==> src/rtl/hazard_pkg.sv <==
// Shared definitions for the pipeline hazard controller: FSM encoding,
// register-specifier width default and the hard-wired zero register.
package hazard_pkg;

  localparam int REG_W_DEF = 5;

  // Register 0 is hard-wired to zero, so writes to it never create a hazard.
  localparam int ZERO_REG = 0;

  typedef enum logic [1:0] {
    RUN      = 2'd0,
    MEM_WAIT = 2'd1,
    ERR      = 2'd2
  } hz_state_t;

endpackage

==> src/rtl/hazard_ctrl_lu_detect.sv <==
// Load-use detector: flags an ID instruction that reads the destination of a
// load currently in EX. Purely combinational.
module lu_detect
  import hazard_pkg::*;
#(
  parameter int REG_W = REG_W_DEF
) (
  input  logic [REG_W-1:0] rs_ID,
  input  logic [REG_W-1:0] rt_ID,
  input  logic             use_rs_ID,
  input  logic             use_rt_ID,
  input  logic             memread_EX,
  input  logic [REG_W-1:0] rt_EX,
  output logic             lu
);

  logic dst_nonzero;
  logic rs_hit;
  logic rt_hit;

  always_comb begin
    dst_nonzero = (rt_EX != REG_W'(ZERO_REG));
    rs_hit      = use_rs_ID && (rs_ID == rt_EX);
    rt_hit      = use_rt_ID && (rt_ID == rt_EX);
    lu          = memread_EX && dst_nonzero && (rs_hit || rt_hit);
  end

endmodule

==> src/rtl/hazard_ctrl.sv <==
// Pipeline stall/flush controller: load-use bubbles, ID-resolved branch flushes
// and a freeze FSM for multi-cycle memory accesses. Optional HAZARD_PERF_EN adds perf counters.
module hazard_ctrl
  import hazard_pkg::*;
#(
  parameter int REG_W       = REG_W_DEF,
  parameter int MEM_TIMEOUT = 16,
  parameter int TMO_W       = 5
) (
  input  logic             clk,
  input  logic             rst,
  input  logic [REG_W-1:0] rs_ID,
  input  logic [REG_W-1:0] rt_ID,
  input  logic             use_rs_ID,
  input  logic             use_rt_ID,
  input  logic             memread_EX,
  input  logic [REG_W-1:0] rt_EX,
  input  logic             branch_taken_ID,
  input  logic             mem_req_MEM,
  input  logic             mem_ready_MEM,
  output logic             stall_pc,
  output logic             stall_if_id,
  output logic             flush_if_id,
  output logic             flush_id_ex,
  output logic             stall_back,
`ifdef HAZARD_PERF_EN
  output logic [31:0]      perf_stall_cnt,
  output logic [31:0]      perf_flush_cnt,
`endif
  output logic             mem_err,
  output logic [1:0]       state_o
);

  hz_state_t        state;
  logic [TMO_W-1:0] wait_cnt;
  logic             lu;
  logic             mw;

  lu_detect #(.REG_W(REG_W)) u_lu_detect (
    .rs_ID      (rs_ID),
    .rt_ID      (rt_ID),
    .use_rs_ID  (use_rs_ID),
    .use_rt_ID  (use_rt_ID),
    .memread_EX (memread_EX),
    .rt_EX      (rt_EX),
    .lu         (lu)
  );

  assign mw      = mem_req_MEM && !mem_ready_MEM;
  assign state_o = state;

  // wait_cnt counts MEM_WAIT cycles starting at 1; it stops at MEM_TIMEOUT
  // because the FSM leaves MEM_WAIT at that point, so it never wraps.
  always_ff @(posedge clk) begin
    if (rst) begin
      state    <= RUN;
      wait_cnt <= '0;
      mem_err  <= 1'b0;
    end else begin
      case (state)
        RUN: begin
          if (mw) begin
            state    <= MEM_WAIT;
            wait_cnt <= TMO_W'(1);
          end
        end
        MEM_WAIT: begin
          if (mem_ready_MEM) begin
            state    <= RUN;
            wait_cnt <= '0;
          end else if (wait_cnt == TMO_W'(MEM_TIMEOUT)) begin
            state   <= ERR;
            mem_err <= 1'b1;
          end else begin
            wait_cnt <= wait_cnt + TMO_W'(1);
          end
        end
        ERR: begin
          mem_err <= 1'b1;
        end
        default: begin
          state    <= RUN;
          wait_cnt <= '0;
        end
      endcase
    end
  end

  // Outputs decode the current state and inputs so they act on the next edge.
  // A branch that coincides with a load-use is dropped; it re-resolves after the bubble.
  always_comb begin
    stall_pc    = 1'b0;
    stall_if_id = 1'b0;
    flush_if_id = 1'b0;
    flush_id_ex = 1'b0;
    stall_back  = 1'b0;
    if (!rst) begin
      case (state)
        RUN: begin
          if (mw) begin
            stall_pc    = 1'b1;
            stall_if_id = 1'b1;
            stall_back  = 1'b1;
          end else if (lu) begin
            stall_pc    = 1'b1;
            stall_if_id = 1'b1;
            flush_id_ex = 1'b1;
          end else if (branch_taken_ID) begin
            flush_if_id = 1'b1;
          end
        end
        MEM_WAIT, ERR: begin
          stall_pc    = 1'b1;
          stall_if_id = 1'b1;
          stall_back  = 1'b1;
        end
        default: begin
          stall_pc = 1'b0;
        end
      endcase
    end
  end

`ifdef HAZARD_PERF_EN
  always_ff @(posedge clk) begin
    if (rst) begin
      perf_stall_cnt <= '0;
      perf_flush_cnt <= '0;
    end else begin
      if (stall_pc) begin
        perf_stall_cnt <= perf_stall_cnt + 32'd1;
      end
      if (flush_if_id || flush_id_ex) begin
        perf_flush_cnt <= perf_flush_cnt + 32'd1;
      end
    end
  end
`endif

endmodule

==> config.mk <==
export PLATFORM = sky130hd
export DESIGN_NAME = hazard_ctrl
export DESIGN_NICKNAME = d
export VERILOG_FILES = /design/src/rtl/hazard_pkg.sv /design/src/rtl/hazard_ctrl_lu_detect.sv /design/src/rtl/hazard_ctrl.sv
export SDC_FILE = /design/constraint.sdc
export NUM_CORES = 1
export LEC_CHECK = 0
export ABC_AREA = 0
export CAP_MARGIN = 20
export CORE_UTILIZATION = 35
export DETAILED_ROUTE_END_ITERATION = 8
export GPL_TIMING_DRIVEN = 0
export PLACE_DENSITY_LB_ADDON = 0.15
export SLEW_MARGIN = 30
export SYNTH_ARGS = -nofsm -noshare
export SYNTH_HDL_FRONTEND = slang
export SYNTH_SLANG_ARGS = --single-unit
==> constraint.sdc <==
create_clock -name clk -period 2.2 [get_ports clk]
set_input_delay 0.55 -clock clk [delete_from_list [all_inputs] [get_ports clk]]
set_output_delay 0.55 -clock clk [all_outputs]
set_load 0.05 [all_outputs]
* Yosys cells after proc, flatten, opt, wreduce, memory -nomap -nowiden *
Index checks and enable logic that the tools add are counted.

storage, ports and cells
  word-level logic and storage cells = 55
  output and inout port bits = 8
  input port bits = 23
  register bits after elaboration = 8

operators by class
  bitwise gates (word level) = 1
  eq/ne operators = 10
  multiplexer cells = 26
  reduce and logical (&&, ||, !) cells = 14
  $add $sub $neg = 1

operator list
  operator             count
  $mux 1               15
  $mux 5               3
  $pmux 5 s3           1
  $eq 5x5->1           2
  $reduce_and 3->1     3
  $mux 2               3
  $ne 2x2->1 const B   3
  $ne 3x3->1 const B   2
  $pmux 1 s2           3
  $pmux 2 s3           1
  $add 5x1->5 const B  1
  $eq 5x5->1 const B   1
  $logic_and 1x1->1    5
  $reduce_bool 5->1    1
  $eq 2x1->1 const B   1
  $eq 2x2->1 const B   1
  $logic_not 2->1      1
  $reduce_bool 2->1    1
  $reduce_or 2->1      1
  $logic_not 1->1      1
  $logic_or 1x1->1     1
  $not 1->1            1

* Longest topological paths before layout *
  depth after elaboration = 8
  mapped depth = 6
  mapped depth without buffers = 6

* Modules after synthesis *
Synthesis repeated with hierarchy kept, for this count alone.

unflattened totals
  cells, all modules = 83
  area, all modules = 726.9 µm²

by module, submodules not included
  module       seq. area each (µm²)  area an instance (µm²)  cells each  times used
  hazard_ctrl  160.2                 593.1                   66          1
  lu_detect    0.0                   133.9                   17          1

* Worst setup path after synthesis *
No wires, ideal clock.

  path type = reg2out
  start = register state[0] (netlist: state_o[0])
  end = output port stall_pc
  path buffers = 1
  cell stages (with the launch flop) = 7
  path slack = -1.490 ns
  data arrival time = 3.140 ns
  required time = 1.650 ns
  cell sequence = dfxtp_1 > inv_1 > ha_1 > a21oi_1 > nor3_1 > o21bai_1 > buf_4

between the ends
  word-level cells in the longest chain between the ends = 4
  elaborated cells between the ends (all ways) = 6
  those cells by class = eq/ne: 2; mux: 2; reduce/logical: 2

RTL lines
  item                                             line               text
  start, declared                                  hazard_ctrl.sv:34  hz_state_t state;
  start signal, assigned                           hazard_ctrl.sv:56  state <= RUN;
  start signal, assigned                           hazard_ctrl.sv:63  state <= MEM_WAIT;
  start signal, assigned                           hazard_ctrl.sv:69  state <= RUN;
  $eq 2x1->1 / $eq 2x2->1 (equally long branches)  -
  $reduce_or 2->1                                  -
  $pmux 1 s2 *                                     -
  $mux 1 *                                         -
  end, declared                                    hazard_ctrl.sv:21  output logic stall_pc,

Mark *: on every way between the ends. The rest lies on a longest branch, timed or not.

* Worst setup path after layout *
  start = input port rs_ID[2]
  end = output port flush_if_id

between the ends
  word-level cells in the longest chain between the ends = 8

RTL lines
  item               line                         text
  start, declared    hazard_ctrl.sv:12            input logic [REG_W-1:0] rs_ID,
  $eq 5x5->1         hazard_ctrl_lu_detect.sv:23  rs_hit = use_rs_ID && (rs_ID == rt_EX);
  $logic_and 1x1->1  hazard_ctrl_lu_detect.sv:23
  $logic_or 1x1->1   hazard_ctrl_lu_detect.sv:25  lu = memread_EX && dst_nonzero && (rs_hit || rt_hit);
  $logic_and 1x1->1  hazard_ctrl_lu_detect.sv:25
  $mux 1             hazard_ctrl.sv:104           end else if (lu) begin
  $mux 1             hazard_ctrl.sv:100           if (mw) begin
  $mux 1             hazard_ctrl.sv:98            case (state)
  $mux 1             hazard_ctrl.sv:97            if (!rst) begin
  end, declared      hazard_ctrl.sv:23            output logic flush_if_id,

No other way between the ends.

==> results.yml <==
synthesis:
  ys_types: 27
  ys_seq_area_frac: 0.248
  synth-seq-cells: 8
  yosysWarnings: 0
  synth_area_sq_um: 647
  synth_fp_nets: 106
  synthCells: 77
  syn_area_per_cell_sq_um: 8.40
setup_path:
  r2r_cells: 6
  worstPathMaxFanout: 3
  arrival_ns: 1.84
  reg2reg_setup_slack_ns: 0.33
  timing.critical_path.from: "rs_ID[2]"
  endpoint: "flush_if_id"
  worst_setup_path_end_kind: "primary output"
  r2r_end: "wait_cnt[3]$_SDFFE_PP0P_"
  rr_startpoint: "wait_cnt[0]$_SDFFE_PP0P_"
  crit_path_start_kind: "input pin"
  crit_type: "input pin to primary output"
  required_ns: 1.65
global_routing:
  overflow: 0
  grt_start_max_net_pins: 10
  antenna_found_initial: 0
  grt_pass1_wl_um: 2750
  first_global_vias: 653
  grt_use_total: 0.187
cts:
  cts_buffer_depth: 2
  path_clk_slew_ns: 0.05
  cts_tree: "done"
  clock-root-buffer: "clkbuf_4"
  cts_buffers: 3
  cts_max_level: 1
  clock-sinks: 8
  clock_latency_ns: 0.26
  cts_hold_buf: 0
timing:
  relSlewSlack: 0.668
  whs_ns: 0.488
  period_share: 1.09
  setup_ws_ns: -0.189
  rsz0062_at_grt: "yes"
  fin_skew_ns: 0.00420
  drv_slew: 0
  min_period_ns: 2.39
  finalSetupViolations: 4
  fmax_ghz: 0.419
  tightest_slew_ns: 0.496
  hold_viol: 0
finish:
  fillers: 125
  final_nets: 149
  drive_gt1_frac: 0.420
  diodes: 0
  fin_area_sq_mm: 0.00125
  area_growth_syn_to_layout_pct: 93.0
  register_area_sq_um: 168
  final_common_cell: "buf_4"
  fin_cells: 144
  multi_input_area_sq_um: 639
die:
  io_pins: 31
  std_cell_rows: 15
  start_util: 0.375
  die_y_um: 45.0
  die_area_sq_mm: 0.00202
  die_w_um: 45.0
  core_area_sq_mm: 0.00173
drt:
  antenna_left: 0
  firstDrtPassIters: 5
  vias: 742
  wire_per_inst_um: 13.6
  drt_iter0_markers: 5
  wl_um: 1960
  vias_per_cell: 5.15
  drc_errors: 0
placed_design:
  dp_cells: 132
  place.port_buffers: 30
  gp_congestion: 0.794
  hpwl_um: 1200
  place_ws_ns: -1.30
  placed_cell_area_sq_mm: 0.00103
pwr:
  p_leak_nw: 0.500
  power_uw: 546
  peakVddDrop_uv: 384
  p_per_area_mw_per_mm2: 438
run:
  maxCapViolations: 0
run_status:
  violations: "negative setup slack"
  status: "finished with violations"
hold_path:
  min_path_type: "register to register"
  hold_start: "mem_err$_SDFFE_PP0P_"
==> synthesized netlist by cell type <==
cell,count,area share
a211oi_1,2,0.023
a21o_1,2,0.023
a21oi_1,7,0.054
a221o_1,1,0.015
a221oi_1,1,0.014
a32oi_1,2,0.027
and2_0,1,0.0097
and2b_1,2,0.023
and4bb_4,1,0.025
buf_4,1,0.012
dfxtp_1,8,0.25
ha_1,6,0.12
inv_1,6,0.035
nand2b_1,2,0.019
nand3_1,2,0.015
nand3b_1,1,0.012
nor2_1,5,0.029
nor3_1,1,0.0077
nor4_1,3,0.029
o211a_1,1,0.015
o21ai_0,5,0.039
o21bai_1,1,0.012
or2b_1,1,0.012
or3_1,4,0.039
or4_1,1,0.012
xnor2_1,2,0.027
xor2_1,8,0.11
==> cell type report <==
class / instances / share of cell area
clock buffers: 4 / 0.0210
plain buffers: 1 / 0.00902
inverters: 6 / 0.0180
repair buffers: 38 / 0.281
multi-input cells: 62 / 0.512
flip-flops and latches: 8 / 0.134
well taps: 25 / 0.0251
==> worst max-delay path, stage by stage <==
cell	delay, ns
buf_2	0.11
xor2_1	0.19
nor4_4	0.33
a32oi_4	0.20
o211a_4	0.29
buf_8	0.15
==> through the flow <==
stage | utilization | setup TNS (ns)
2_1_floorplan | - | -0.598
3_3_place_gp | 0.598 | -6.05
3_5_place_dp | 0.598 | -6.06
4_1_cts | 0.667 | -0.716
5_1_grt | 0.723 | -0.705
6_report | 0.723 | -0.639
==> registers in the layout, indices dropped and copies added (netlist names) <==
name      count
state_o       2
wait_cnt      5
mem_err       1
==> power by group <==
part / switching (mW) / leakage (nW) / internal, mW
Combinational: 0.139 / 0.419 / 0.129
Sequential: 0.00630 / 0.0664 / 0.151
Clock: 0.0522 / 0.0150 / 0.0695
==> metal layers <==
metal | track usage | routed length, um | up-vias
met5 | 0 | 0 | -
met4 | 0.0909 | 27 | 0
met3 | 0.0360 | 104 | 4
li1 | - | - | 360
met2 | 0.333 | 1030 | 27
met1 | 0.211 | 802 | 351
==> cells by family (layout without fill, tap and decap cells) <==
kind of cell	count (synthesis)	in the layout	synth area share
simple gates	24	24	0.232
flops	8	8	0.248
xor+xnor	10	10	0.135
compound gates	22	22	0.222
fa+ha+maj	6	6	0.116
buf+inv	7	49	0.0464
==> worst min-delay path by stage <==
| stage | to | slack, ns | cells past startpoint |
|---|---|---|---|
| 5_1_grt | mem_err$_SDFFE_PP0P_ | 0.53 | 2 |
| 6_report | mem_err$_SDFFE_PP0P_ | 0.49 | 2 |
| 4_1_cts | mem_err$_SDFFE_PP0P_ | 0.49 | 2 |
| 3_3_place_gp | wait_cnt[4]$_SDFFE_PP0P_ | 0.47 | 2 |
| 2_1_floorplan | wait_cnt[4]$_SDFFE_PP0P_ | 0.46 | 2 |
| 3_5_place_dp | mem_err$_SDFFE_PP0P_ | 0.47 | 2 |
==> repair_timing <==
action                                  in CTS  in global routing
setup buffers                                3                  5
pin swaps                                   17                 15
gates resized for setup                    107                 15
endpoints found under the setup margin       5                  5
endpoints found under the hold margin        0                  0
Note: power is estimated with default switching activity, not from simulation.
